--- src/rtl/icache_assoc_if.sv ---
// Fetch-port and line-memory signal bundle for icache_assoc.
// slave  : cache side (takes fetch requests, issues line fills)
// master : environment side (CPU fetch unit plus line memory)
// Signals: proc_read/proc_addr/proc_flush -> cache, proc_rdata/proc_stall <- cache,
//          mem_read/mem_write/mem_addr/mem_wdata <- cache, mem_rdata/mem_ready -> cache.
interface icache_assoc_if;
    logic         proc_read;
    logic [29:0]  proc_addr;
    logic         proc_flush;
    logic [31:0]  proc_rdata;
    logic         proc_stall;
    logic         mem_read;
    logic         mem_write;
    logic [27:0]  mem_addr;
    logic [127:0] mem_wdata;
    logic [127:0] mem_rdata;
    logic         mem_ready;

    modport slave (
        input  proc_read, proc_addr, proc_flush, mem_rdata, mem_ready,
        output proc_rdata, proc_stall, mem_read, mem_write, mem_addr, mem_wdata
    );

    modport master (
        output proc_read, proc_addr, proc_flush, mem_rdata, mem_ready,
        input  proc_rdata, proc_stall, mem_read, mem_write, mem_addr, mem_wdata
    );
endinterface

--- src/rtl/icache_assoc.sv ---
// Parametrised N-way set-associative read-only instruction cache.
// Hits return the word combinationally in the request cycle; a miss fetches a
// 128-bit line and replays as a hit once the line is installed.
// Ports: clk, proc_reset_n (synchronous, active low), bus (icache_assoc_if.slave),
//        hit_cnt / miss_cnt (saturating performance counters).
module icache_assoc #(
    parameter int unsigned SETS  = 8,
    parameter int unsigned WAYS  = 2,
    parameter int unsigned REPL  = 0,
    parameter int unsigned CNT_W = 16
) (
    input  logic             clk,
    input  logic             proc_reset_n,
    icache_assoc_if.slave    bus,
    output logic [CNT_W-1:0] hit_cnt,
    output logic [CNT_W-1:0] miss_cnt
);
    localparam int unsigned IDX_W = $clog2(SETS);
    localparam int unsigned TAG_W = 28 - IDX_W;
    localparam int unsigned WAY_W = (WAYS > 1) ? $clog2(WAYS) : 1;
    localparam logic [WAY_W-1:0] OLDEST = WAY_W'(WAYS - 1);
    localparam bit USE_LRU = (REPL == 0) || (WAYS == 1);

    typedef enum logic {IDLE, FETCH} state_t;

    state_t state_q, state_d;
    logic   flush_pend_q;
    logic   mem_read_q;
    logic [27:0] mem_addr_q;

    logic [WAYS-1:0]  valid_q [SETS];
    logic [TAG_W-1:0] tag_q   [SETS][WAYS];
    logic [127:0]     line_q  [SETS][WAYS];
    logic [WAY_W-1:0] age_q   [SETS][WAYS];
    logic [WAY_W-1:0] rr_q    [SETS];

    logic [IDX_W-1:0] req_idx, fill_idx, touch_idx;
    logic [TAG_W-1:0] req_tag, fill_tag;
    logic             hit_c;
    logic [WAY_W-1:0] hit_way_c, victim_c, touch_way;
    logic [127:0]     hit_line_c;
    logic             touch_en;
    logic             stall_c;
    logic [31:0]      rdata_c;
    logic             do_flush, do_hit, do_miss, do_fill;

    // Request decode uses the live address; fills use the latched miss address.
    assign req_idx  = bus.proc_addr[IDX_W+1:2];
    assign req_tag  = bus.proc_addr[29:IDX_W+2];
    assign fill_idx = mem_addr_q[IDX_W-1:0];
    assign fill_tag = mem_addr_q[27:IDX_W];

    // Tag compare across all ways of the addressed set.
    always_comb begin
        hit_c     = 1'b0;
        hit_way_c = '0;
        for (int w = 0; w < int'(WAYS); w++) begin
            if (!hit_c && valid_q[req_idx][w] && (tag_q[req_idx][w] == req_tag)) begin
                hit_c     = 1'b1;
                hit_way_c = WAY_W'(w);
            end
        end
        hit_line_c = line_q[req_idx][hit_way_c];
    end

    // Victim: lowest invalid way first, then oldest age or round-robin pointer.
    always_comb begin
        logic found;
        found    = 1'b0;
        victim_c = '0;
        for (int w = 0; w < int'(WAYS); w++) begin
            if (!found && !valid_q[fill_idx][w]) begin
                found    = 1'b1;
                victim_c = WAY_W'(w);
            end
        end
        if (!found) begin
            if (USE_LRU) begin
                for (int w = 0; w < int'(WAYS); w++) begin
                    if (age_q[fill_idx][w] == OLDEST) victim_c = WAY_W'(w);
                end
            end else begin
                victim_c = rr_q[fill_idx];
            end
        end
    end

    // Hits and fills are mutually exclusive, so they share one age-update port.
    assign touch_en  = USE_LRU && (do_hit || do_fill);
    assign touch_idx = do_fill ? fill_idx : req_idx;
    assign touch_way = do_fill ? victim_c : hit_way_c;

    // Next-state and fetch-port outputs.
    always_comb begin
        state_d  = state_q;
        stall_c  = 1'b0;
        rdata_c  = '0;
        do_flush = 1'b0;
        do_hit   = 1'b0;
        do_miss  = 1'b0;
        do_fill  = 1'b0;
        case (state_q)
            IDLE: begin
                if (bus.proc_flush || flush_pend_q) begin
                    do_flush = 1'b1;
                    stall_c  = 1'b1;
                end else if (bus.proc_read) begin
                    if (hit_c) begin
                        do_hit  = 1'b1;
                        rdata_c = hit_line_c[{bus.proc_addr[1:0], 5'd0} +: 32];
                    end else begin
                        do_miss = 1'b1;
                        stall_c = 1'b1;
                        state_d = FETCH;
                    end
                end
            end
            FETCH: begin
                stall_c = 1'b1;
                if (bus.mem_ready) begin
                    do_fill = 1'b1;
                    state_d = IDLE;
                end
            end
            default: state_d = IDLE;
        endcase
        if (!proc_reset_n) begin
            stall_c = 1'b0;
            rdata_c = '0;
        end
    end

    // State register.
    always_ff @(posedge clk) begin
        if (!proc_reset_n) state_q <= IDLE;
        else               state_q <= state_d;
    end

    // Valid bits, replacement state, fill handshake and counters.
    always_ff @(posedge clk) begin
        if (!proc_reset_n) begin
            flush_pend_q <= 1'b0;
            mem_read_q   <= 1'b0;
            mem_addr_q   <= '0;
            hit_cnt      <= '0;
            miss_cnt     <= '0;
            for (int s = 0; s < int'(SETS); s++) begin
                valid_q[s] <= '0;
                rr_q[s]    <= '0;
                for (int w = 0; w < int'(WAYS); w++) age_q[s][w] <= WAY_W'(w);
            end
        end else begin
            if (state_q == FETCH && bus.proc_flush) flush_pend_q <= 1'b1;
            if (do_flush) begin
                flush_pend_q <= 1'b0;
                for (int s = 0; s < int'(SETS); s++) begin
                    valid_q[s] <= '0;
                    rr_q[s]    <= '0;
                    for (int w = 0; w < int'(WAYS); w++) age_q[s][w] <= WAY_W'(w);
                end
            end
            if (do_hit && (hit_cnt != {CNT_W{1'b1}})) hit_cnt <= hit_cnt + CNT_W'(1);
            if (do_miss) begin
                if (miss_cnt != {CNT_W{1'b1}}) miss_cnt <= miss_cnt + CNT_W'(1);
                mem_read_q <= 1'b1;
                mem_addr_q <= bus.proc_addr[29:2];
            end
            if (do_fill) begin
                mem_read_q                  <= 1'b0;
                valid_q[fill_idx][victim_c] <= 1'b1;
                if (!USE_LRU) rr_q[fill_idx] <= rr_q[fill_idx] + WAY_W'(1);
            end
            // Ways younger than the touched way age by one; the touched way becomes 0.
            if (touch_en) begin
                for (int v = 0; v < int'(WAYS); v++) begin
                    if (WAY_W'(v) == touch_way)
                        age_q[touch_idx][v] <= '0;
                    else if (age_q[touch_idx][v] < age_q[touch_idx][touch_way])
                        age_q[touch_idx][v] <= age_q[touch_idx][v] + WAY_W'(1);
                end
            end
        end
    end

    // Tag and line storage; contents only matter once the valid bit is set.
    always_ff @(posedge clk) begin
        if (proc_reset_n && do_fill) begin
            tag_q[fill_idx][victim_c]  <= fill_tag;
            line_q[fill_idx][victim_c] <= bus.mem_rdata;
        end
    end

    assign bus.proc_stall = stall_c;
    assign bus.proc_rdata = rdata_c;
    assign bus.mem_read   = mem_read_q;
    assign bus.mem_addr   = mem_addr_q;
    assign bus.mem_write  = 1'b0;
    assign bus.mem_wdata  = '0;
endmodule

--- src/flat_wrapper.sv ---
// flat-port wrapper written by rule: the top's interface ports become plain ports
module icache_assoc_flat 
#(
    parameter int unsigned SETS  = 8,
    parameter int unsigned WAYS  = 2,
    parameter int unsigned REPL  = 0,
    parameter int unsigned CNT_W = 16
)
  (clk, proc_reset_n, hit_cnt, miss_cnt, bus_proc_read, bus_proc_addr, bus_proc_flush, bus_mem_rdata, bus_mem_ready, bus_proc_rdata, bus_proc_stall, bus_mem_read, bus_mem_write, bus_mem_addr, bus_mem_wdata);
  icache_assoc_if bus_i ();
  input  logic clk;
  input  logic proc_reset_n;
  output logic [CNT_W-1:0] hit_cnt;
  output logic [CNT_W-1:0] miss_cnt;
  input wire logic [$bits(bus_i.proc_read)-1:0] bus_proc_read;
  input wire logic [$bits(bus_i.proc_addr)-1:0] bus_proc_addr;
  input wire logic [$bits(bus_i.proc_flush)-1:0] bus_proc_flush;
  input wire logic [$bits(bus_i.mem_rdata)-1:0] bus_mem_rdata;
  input wire logic [$bits(bus_i.mem_ready)-1:0] bus_mem_ready;
  output wire logic [$bits(bus_i.proc_rdata)-1:0] bus_proc_rdata;
  output wire logic [$bits(bus_i.proc_stall)-1:0] bus_proc_stall;
  output wire logic [$bits(bus_i.mem_read)-1:0] bus_mem_read;
  output wire logic [$bits(bus_i.mem_write)-1:0] bus_mem_write;
  output wire logic [$bits(bus_i.mem_addr)-1:0] bus_mem_addr;
  output wire logic [$bits(bus_i.mem_wdata)-1:0] bus_mem_wdata;
  assign bus_i.proc_read = bus_proc_read;
  assign bus_i.proc_addr = bus_proc_addr;
  assign bus_i.proc_flush = bus_proc_flush;
  assign bus_i.mem_rdata = bus_mem_rdata;
  assign bus_i.mem_ready = bus_mem_ready;
  assign bus_proc_rdata = bus_i.proc_rdata;
  assign bus_proc_stall = bus_i.proc_stall;
  assign bus_mem_read = bus_i.mem_read;
  assign bus_mem_write = bus_i.mem_write;
  assign bus_mem_addr = bus_i.mem_addr;
  assign bus_mem_wdata = bus_i.mem_wdata;
  icache_assoc #(.SETS(SETS), .WAYS(WAYS), .REPL(REPL), .CNT_W(CNT_W)) u_core (.clk(clk), .proc_reset_n(proc_reset_n), .bus(bus_i), .hit_cnt(hit_cnt), .miss_cnt(miss_cnt));
endmodule
--- config.mk ---
export PLATFORM = sky130hd
export DESIGN_NAME = icache_assoc_flat
export DESIGN_NICKNAME = d
export VERILOG_FILES = /design/src/rtl/icache_assoc_if.sv /design/src/rtl/icache_assoc.sv /design/src/flat_wrapper.sv
export SDC_FILE = /design/constraint.sdc
export NUM_CORES = 2
export LEC_CHECK = 0
export BUFFER_PORTS_ARGS = -buffer_cell sky130_fd_sc_hd__buf_2
export CAP_MARGIN = 5
export CORE_MARGIN = 4
export CORE_UTILIZATION = 51
export DETAILED_ROUTE_END_ITERATION = 8
export PLACE_DENSITY = 0.7
export REMOVE_ABC_BUFFERS = 1
export SETUP_SLACK_MARGIN = 0.1
export SLEW_MARGIN = 5
export SYNTH_ARGS = -nofsm -noshare
export SYNTH_HDL_FRONTEND = slang
export SYNTH_SLANG_ARGS = --single-unit
export TNS_END_PERCENT = 50
--- constraint.sdc ---
create_clock -name clk -period 12.95 [get_ports clk]
set_clock_uncertainty 0.05 [all_clocks]
set_input_delay 1.295 -clock clk [delete_from_list [all_inputs] [get_ports clk]]
set_output_delay 1.295 -clock clk [all_outputs]
set_load 0.01 [all_outputs]
==> impl_metrics.toml <==
[run_status]
status = "finished clean"

[critical_path]
slowest_delay_ps = 990
critPathTopFamily = "simple AND/OR/NAND/NOR gates"
worst_setup_path_start_kind = "primary input"
r2r_slack_ps = 8140
arrival_ps = 7700
critical_path_class = "in2out"
cp.required_ps = 11600
worstPathCellList = "buf_8 > buf_4 > mux4_2 > mux2i_1 > xor2_1 > nand4_1 > nor4_2 > nand4_2 > nor2_4 > buf_12 > mux2_2 > o2bb2ai_1 > or4b_1 > buf_2"
crit_fanout = 100
crit_path_end_kind = "output pin"
cp.buffers_inverters = 4
slowest_stage = "nor2_4"

[floorplan]
ios = 386
core_sq_um = 193000
dieWidth_um = 449
dieArea_sq_um = 202000
dieHeight_um = 449
initial_core_util_pct = 51.4
rows = 161

[sta]
worst_pin_slew_ps = 1240
max_freq_mhz = 111
fin_setup_tns_ps = 0
hold_violations = 0
layout_worst_path_cycle_share_pct = 69.8
setup_viol = 0
min_period_ps = 9040
slew_headroom_pct = 17.0
whs_ps = 424
slew_viol_final = 0
layout_setup_ws_ps = 3910
rsz0062_at_grt = "no"

[cts]
cts_tree = "done"
cts_hold_buf = 0
cts.sinks = 2546
ctsResizeCount = 0
clkTransAtPathRegs_ps = 60
root_buffer = "clkbuf_16"
clk_latency_ps = 860
postCtsSetupRepairBufs = 0
htree_levels = 4
cts_inserted_buffers = 235
cts_buffer_depth = 3

[yosys]
synth_top_family_by_area = "multiplexers"
ys_ff_latch = 2546
synthMuxAreaShare_pct = 16.4
yosysSeqAreaShare_pct = 76.2
yosys_warnings = 0
synth_area_sq_um = 99200
synthSimpleGateAreaFrac_pct = 2.33
syn_inst = 4676
synth_edf_count = 2462
synthFlopType = "edfxtp_1"
synth_area_per_cell_sq_um = 21.2
synth_xor_area_share_pct = 0.583
synthArstFlopShare_pct = 0
synth_compound_area_share_pct = 2.18
synth_cell_types = 63
synth-adder-area-share_pct = 0.0252
synth_top_area_share_pct = 74.5
yosysTopAreaCell = "edfxtp_1"
synth_area_leaders = "edfxtp_1, mux4_2, mux2i_1"

[place]
dp_cells = 7301
placed_area_sq_um = 103000
portBuffers = 256
hpwl_mm = 119
place_congestion = 0.791
post-place-ws_ps = 3850

[routing]
num_vias = 48200
drtPass1Iterations = 5
drt-total-wl_mm = 234
ant_nets = 0
vias_per_cell = 6.22
drc = 0
drt-initial-drc-count = 5728
wl_per_cell_um = 30.2

[final_layout]
nNetsFinal = 5177
utilization_pct = 57.4
area_growth_pct = 11.7
layout.cells.non_filler = 7754
drive_gt1_share_pct = 25.6
fin_area_sq_um = 111000

[job]
drv_cap = 0

[grt]
grt_max_degree = 128
grt_pass1_wl_mm = 341
grt_pass1_vias = 48000
overflow = 0
antenna_found_initial = 64
grt.total_usage_pct = 23.1

[power_and_ir_drop]
peakVddDrop_v = 0.000128
powerDensity_nw_per_um2 = 150
power_mw = 16.6
leakagePower_nw = 35.0

[min_path]
hp-class = "reg2reg"
## cells in the mapped netlist (all sizes together) (6+ instances only)
| cell | instances |
|---|---|
| a21o | 11 |
| a21oi | 115 |
| a221oi | 13 |
| a22o | 10 |
| a22oi | 16 |
| and2 | 7 |
| and3 | 11 |
| buf | 225 |
| clkbuf | 143 |
| dfxtp | 84 |
| edfxtp | 2462 |
| inv | 14 |
| mux2 | 44 |
| mux2i | 278 |
| mux4 | 577 |
| nand2 | 156 |
| nand2b | 71 |
| nand3 | 22 |
| nand4 | 16 |
| nor2 | 68 |
| nor2b | 7 |
| nor3 | 10 |
| nor4 | 12 |
| nor4b | 6 |
| o211ai | 6 |
| o21ai | 55 |
| o22ai | 74 |
| o2bb2ai | 33 |
| or3 | 8 |
| or4b | 32 |
| xnor2 | 23 |
| xor2 | 43 |
## registers in the layout, indices dropped and copies added, names as in the netlist, named ones only
| name | cells |
|---|---|
| u_core.miss_cnt | 16 |
| u_core.age_q | 16 |
| u_core.tag_q | 400 |
| u_core.bus.mem_addr | 28 |
| u_core.valid_q | 16 |
| u_core.bus.mem_read | 1 |
| u_core.flush_pend_q | 1 |
| u_core.hit_cnt | 16 |
| u_core.state_q | 1 |
| u_core.line_q | 2048 |
## layer usage
| metal | GRT usage (%) | share of wire [%] | vias to the layer above | wire, um |
|---|---|---|---|---|
| li1 | - | - | 19800 | - |
| met1 | 32.7 | 40 | 25600 | 92900 |
| met2 | 36.8 | 49 | 2427 | 114000 |
| met3 | 4.52 | 8.8 | 414 | 20500 |
| met4 | 7.09 | 2.8 | 34 | 6540 |
| met5 | 0 | 0.090 | - | 211 |
## power breakdown
| group | switching [mW] | total, mW | internal, mW | leakage [nW] |
|---|---|---|---|---|
| combinational | 0.361 | 0.604 | 0.243 | 8.67 |
| sequential | 0.0251 | 9.07 | 9.04 | 22.5 |
| clock | 2.97 | 6.97 | 4.00 | 3.82 |
## area by class of cell
type	instances	area (sq um)
fill	13700	82200
sequential	2546	75600
multi-input combinational	1875	22000
clock buffer	292	6220
tap	2526	3160
timing repair buffer	339	2130
clock inverter	150	1590
inverter	15	56.3
antenna	11	27.5
## final timing paths
path | start | end | cells past startpoint
max reg2reg | u_core.valid_q[4][1]$_DFF_P_ | u_core.line_q[0][195]$_DFFE_PP_ | 8
max | bus_proc_addr[4] | bus_proc_rdata[15] | 14
min reg2reg | u_core.valid_q[6][0]$_DFF_P_ | u_core.valid_q[6][0]$_DFF_P_ | 1
min | u_core.valid_q[6][0]$_DFF_P_ | u_core.valid_q[6][0]$_DFF_P_ | 1
## cells by family (layout without fill, tap and decap cells)
| family | Yosys count | in the layout |
|---|---|---|
| multiplexers | 899 | 899 |
| adder cells (fa/ha/maj) | 2 | 2 |
| other | 1 | 140 |
| buffers and inverters | 383 | 796 |
| AND/OR/NAND/NOR | 435 | 435 |
| AO/OA/AOI/OAI | 344 | 344 |
| XOR/XNOR | 66 | 66 |
| flip-flops | 2546 | 2546 |
## placed cells by master, fill, tap and decap left out, types with 12 or more instances in the layout
cell type and instances:
xor2_1 43, a21oi_1 114, a22oi_1 16, a221oi_1 12
clkbuf_16 238, bufinv_16 30, clkinv_1 50, nand2_1 155
nand3_1 19, clkinv_2 47, buf_12 16, nor2_4 13
o22ai_1 74, or4b_1 32, o21ai_1 33, xnor2_1 23
nand4_1 15, dfxtp_1 84, mux2_2 44, inv_1 14
edfxtp_1 2462, nor2_1 55, buf_2 253, conb_1 129
o21ai_0 21, clkbuf_1 48, mux2i_1 278, mux4_2 577
nand2b_1 71, o2bb2ai_1 33, buf_4 67
No activity file was read; power rests on OpenSTA's default activity.
